==> config.mk <==
export PLATFORM = sky130hd
export DESIGN_NAME = mul_req_arbiter
export DESIGN_NICKNAME = d
export VERILOG_FILES = /design/src/rtl/mul_req_arbiter.sv
export SDC_FILE = /design/constraint.sdc
export NUM_CORES = 1
export LEC_CHECK = 0
export ABC_CLOCK_PERIOD_IN_PS = 1600
export BUFFER_PORTS_ARGS = -buffer_cell sky130_fd_sc_hd__buf_2
export CORE_MARGIN = 5
export CORE_UTILIZATION = 30
export DETAILED_ROUTE_END_ITERATION = 7
export PLACE_DENSITY_LB_ADDON = 0.08
export SLEW_MARGIN = 0
export SYNTH_ARGS = -nofsm -noshare
export SYNTH_HDL_FRONTEND = slang
export SYNTH_SLANG_ARGS = --single-unit
==> constraint.sdc <==
create_clock -name clk -period 1.6 [get_ports clk]
set_input_delay 0.24 -clock clk [delete_from_list [all_inputs] [get_ports clk]]
set_output_delay 0.24 -clock clk [all_outputs]
set_load 0.1 [all_outputs]
==> src/rtl/mul_req_arbiter.sv <==
// Two-requester round-robin front end for a shared 8x8 multiplier.
// Optional WAIT watchdog enabled by defining MUL_REQ_ARBITER_TIMEOUT_EN.
module mul_req_arbiter #(
    parameter int TIMEOUT = 200
) (
    input  logic        clk,
    input  logic        reset,
    input  logic        req0_valid,
    input  logic [15:0] req0_data,
    output logic        req0_ready,
    output logic        rsp0_valid,
    input  logic        rsp0_ready,
    output logic [15:0] rsp0_data,
    input  logic        req1_valid,
    input  logic [15:0] req1_data,
    output logic        req1_ready,
    output logic        rsp1_valid,
    input  logic        rsp1_ready,
    output logic [15:0] rsp1_data,
    output logic        mul_start,
    output logic [15:0] mul_ip_BA,
    input  logic        mul_ready,
    input  logic [15:0] mul_op_prod,
    output logic        busy,
    output logic        grant_id,
    output logic        timeout_err
);

    typedef enum logic [1:0] {
        IDLE,
        START,
        WAIT,
        RESP
    } state_t;

    state_t      state;
    logic        last;
    logic        rsp_v;
    logic [15:0] rsp_q;
    logic        accept;
    logic        pick1;
    logic        rsp_done;

`ifdef MUL_REQ_ARBITER_TIMEOUT_EN
    localparam logic [7:0] TO_LAST = 8'(TIMEOUT - 1);
    logic [7:0] cnt;
    logic       terr;
    assign timeout_err = terr;
`else
    assign timeout_err = 1'b0;
`endif

    // On a tie the requester not served last wins; last resets to 1.
    always_comb begin
        pick1    = req1_valid && (!req0_valid || !last);
        accept   = reset && (state == IDLE) && (req0_valid || req1_valid);
        rsp_done = rsp_v && (grant_id ? rsp1_ready : rsp0_ready);
    end

    assign req0_ready = accept && !pick1;
    assign req1_ready = accept && pick1;
    assign rsp0_valid = rsp_v && !grant_id;
    assign rsp1_valid = rsp_v && grant_id;
    assign rsp0_data  = grant_id ? 16'h0000 : rsp_q;
    assign rsp1_data  = grant_id ? rsp_q : 16'h0000;

    always_ff @(posedge clk or negedge reset) begin
        if (!reset) begin
            state     <= IDLE;
            last      <= 1'b1;
            rsp_v     <= 1'b0;
            rsp_q     <= 16'h0000;
            mul_start <= 1'b0;
            mul_ip_BA <= 16'h0000;
            busy      <= 1'b0;
            grant_id  <= 1'b0;
`ifdef MUL_REQ_ARBITER_TIMEOUT_EN
            cnt       <= 8'd0;
            terr      <= 1'b0;
`endif
        end else begin
            mul_start <= 1'b0;
            unique case (state)
                IDLE: begin
                    if (accept) begin
                        grant_id  <= pick1;
                        mul_ip_BA <= pick1 ? req1_data : req0_data;
                        mul_start <= 1'b1;
                        busy      <= 1'b1;
                        state     <= START;
`ifdef MUL_REQ_ARBITER_TIMEOUT_EN
                        cnt       <= 8'd0;
                        terr      <= 1'b0;
`endif
                    end
                end
                START: begin
                    state <= WAIT;
                end
                WAIT: begin
                    if (mul_ready) begin
                        rsp_q     <= mul_op_prod;
                        rsp_v     <= 1'b1;
                        mul_ip_BA <= 16'h0000;
                        state     <= RESP;
                    end
`ifdef MUL_REQ_ARBITER_TIMEOUT_EN
                    else if (cnt == TO_LAST) begin
                        rsp_q     <= 16'hFFFF;
                        rsp_v     <= 1'b1;
                        terr      <= 1'b1;
                        mul_ip_BA <= 16'h0000;
                        state     <= RESP;
                    end else begin
                        cnt <= cnt + 8'd1;
                    end
`endif
                end
                RESP: begin
                    if (rsp_done) begin
                        rsp_v <= 1'b0;
                        busy  <= 1'b0;
                        last  <= grant_id;
                        state <= IDLE;
                    end
                end
                default: state <= IDLE;
            endcase
        end
    end

endmodule

==> impl_metrics.py <==
metrics = {
    "layout": {
        "final_common_cell": "buf_2",
        "area_growth_pct": 89.0,
        "final_nets": 395,
        "design_area_um2": 4010,
        "fin_cells": 433,
        "antenna_cells": 0,
        "final_cell_mix": "72 x buf_2, 39 x buf_12, 37 x dfrtp_1",
        "n_fill_cell": 598,
        "drive_gt1_frac": 0.677,
    },
    "timing": {
        "clock_skew_ps": 6.31,
        "hold_viol_final": 0,
        "rsz0062_at_grt": "true",
        "fmaxAchievable_mhz": 579,
        "fin_crit_ps": 1730,
        "finalMaxSlewViolations": 0,
        "worst_slack_ps": -127,
        "finalSetupViolCount": 43,
        "finalSetupTns_ps": -2410,
        "timing.final.crit_share": 1.08,
    },
    "clock_network": {
        "cts_sinks": 39,
        "cts_buffer_depth": 2,
        "cts_tree": "yes",
        "hold_buffers": 0,
        "cts_root_buf": "clkbuf_8",
        "cts_made_buffers": 5,
        "clkTransAtPathRegs_ps": 70,
        "clock_latency_ps": 280,
        "htreeDepth": 2,
    },
    "floorplanning": {
        "start_util": 0.311,
        "fp.coreArea_um2": 6830,
        "placementRows": 30,
        "die_area_um2": 8860,
        "die_h_um": 94.1,
        "io_pins": 111,
        "die-width_um": 94.1,
    },
    "synth": {
        "synth_area_um2": 2120,
        "synthCells": 199,
        "synth.avg_cell_area_um2": 10.7,
        "synthDistinctLibCells": 30,
        "yosysSeqAreaShare": 0.460,
        "synth_seq_cells": 39,
        "yosysWarningCount": 0,
        "syn_nets": 258,
    },
    "grt": {
        "met1_usage": 0.163,
        "grt_max_degree": 40,
        "use_met3": 0.0425,
        "antenna_found_initial": 0,
        "grt_pass1_vias": 1904,
        "grtUsageTotal": 0.136,
        "met2_usage": 0.241,
        "busiest_layer": "met2",
        "grt_overflow": 0,
        "grt_pass1_wl_um": 9420,
    },
    "status": {
        "violations": "setup timing",
        "status": "finished with violations",
    },
    "min_path": {
        "min_path_type": "in -> async",
    },
    "worst_setup_path": {
        "reg2reg_slack_ps": -130,
        "endpoint_kind": "flip-flop",
        "cp.required_ps": 1760,
        "critical_path.max_fanout": 8,
        "worstReg2RegEnd": "mul_ip_BA[13]$_DFFE_PN0P_",
        "crit_type": "reg -> reg",
        "reg2regPathDepth": 8,
        "start_kind": "flip-flop",
        "rr_startpoint": "state[0]$_DFFE_PN0P_",
        "timing.critical_path.arrival_ps": 1890,
    },
    "routing": {
        "drt_iter0_drc": 27,
        "viasPerCell": 4.37,
        "drt-total-wl_um": 6250,
        "firstDrtPassIters": 3,
        "routedWlPerCell_um": 14.4,
        "antenna_left": 0,
        "vias": 1893,
        "drc": 0,
    },
    "place": {
        "placed_cell_area_um2": 3600,
        "pre_cts_slack_ps": -44.8,
        "place_inst": 404,
        "portBuffers": 109,
        "hpwl_um": 4360,
        "place_congestion": 0.728,
    },
    "job": {
        "cap_viol_max_count": 0,
    },
}
==> synthesized netlist by cell type (all sizes together) <==
cell type  count  area [µm²]
dfrtp         38         951
o21ai          3        18.8
a22oi          1        7.51
and3           1        6.26
a21bo          1        10.0
nor2           3        11.3
a21boi         1        11.3
buf            9        75.1
mux2          34         420
clkbuf         3        11.3
and2          17         106
ha             4        50.1
o21a           1        7.51
dfstp          1        26.3
a211oi         1        7.51
a22o           2        17.5
inv            4        15.0
mux2i          2        20.0
o211ai         1        7.51
a21oi         17        88.8
nand2         36         135
a21o           1        7.51
nor2b         17         106
conb           1        3.75
==> metrics by stage <==
stage | hold slack, ps | utilization
after floorplan | -55.6 | -
after global placement | 424 | 0.527
after detailed placement | 415 | 0.527
after CTS | 103 | 0.576
after global routing | 117 | 0.587
final | 90.0 | 0.587
==> per-layer routing <==
layer / routed length, µm / part of all wire
met5: 0 / 0
met1: 2630 / 0.42
met3: 310 / 0.050
met4: 38 / 0.0061
met2: 3270 / 0.52
==> area by class of cell <==
type / instances / area, µm² / area share
Multi-Input combinational cell: 144 / 1300 / 0.324
Inverter: 4 / 15.0 / 0.00374
Clock buffer: 8 / 80.1 / 0.0200
Sequential cell: 39 / 981 / 0.245
Tap cell: 96 / 120 / 0.0300
Timing Repair Buffer: 142 / 1510 / 0.378
==> critical path, stage by stage, from the launching register on <==
cell	delay, ps
dfrtp_1	370
inv_2	60
buf_6	120
ha_4	150
nor2b_4	120
a21oi_2	120
o21a_1	190
buf_6	180
mux2_4	310
==> state kept, by name, summed over array words and instances, names as in the netlist <==
signal     cells
grant_id       1
rsp_v          1
state          2
mul_ip_BA     16
rsp_q         16
busy           1
mul_start      1
last           1
==> cells by family after synthesis <==
kind of cell,Yosys count,synth area share
compound gates,29,0.0867
fa+ha+maj,4,0.0236
buf+inv,16,0.0478
flops,39,0.460
mux,36,0.208
other cells,1,0.00177
simple gates,74,0.172
==> repair_timing <==
item	CTS	global route
gates resized for setup	23	0
pin swaps	5	8
cloned	2	5
setup endpoints to repair	35	68
buffers inserted	15	5
==> worst max-delay path by stage <==
stage	from	depth (start not counted)	end
2_1_floorplan	grant_id$_DFFE_PN0P_	3	rsp0_data[10]
3_3_place_gp	state[1]$_DFFE_PN0P_	6	mul_ip_BA[3]$_DFFE_PN0P_
3_5_place_dp	state[1]$_DFFE_PN0P_	6	mul_ip_BA[1]$_DFFE_PN0P_
4_1_cts	state[0]$_DFFE_PN0P_	9	mul_ip_BA[9]$_DFFE_PN0P_
5_1_grt	state[0]$_DFFE_PN0P_	8	mul_ip_BA[13]$_DFFE_PN0P_
6_report	state[0]$_DFFE_PN0P_	8	mul_ip_BA[13]$_DFFE_PN0P_
Power is not shown: default switching activity piles up to over one toggle a cycle in this logic, so the estimate is an artifact.
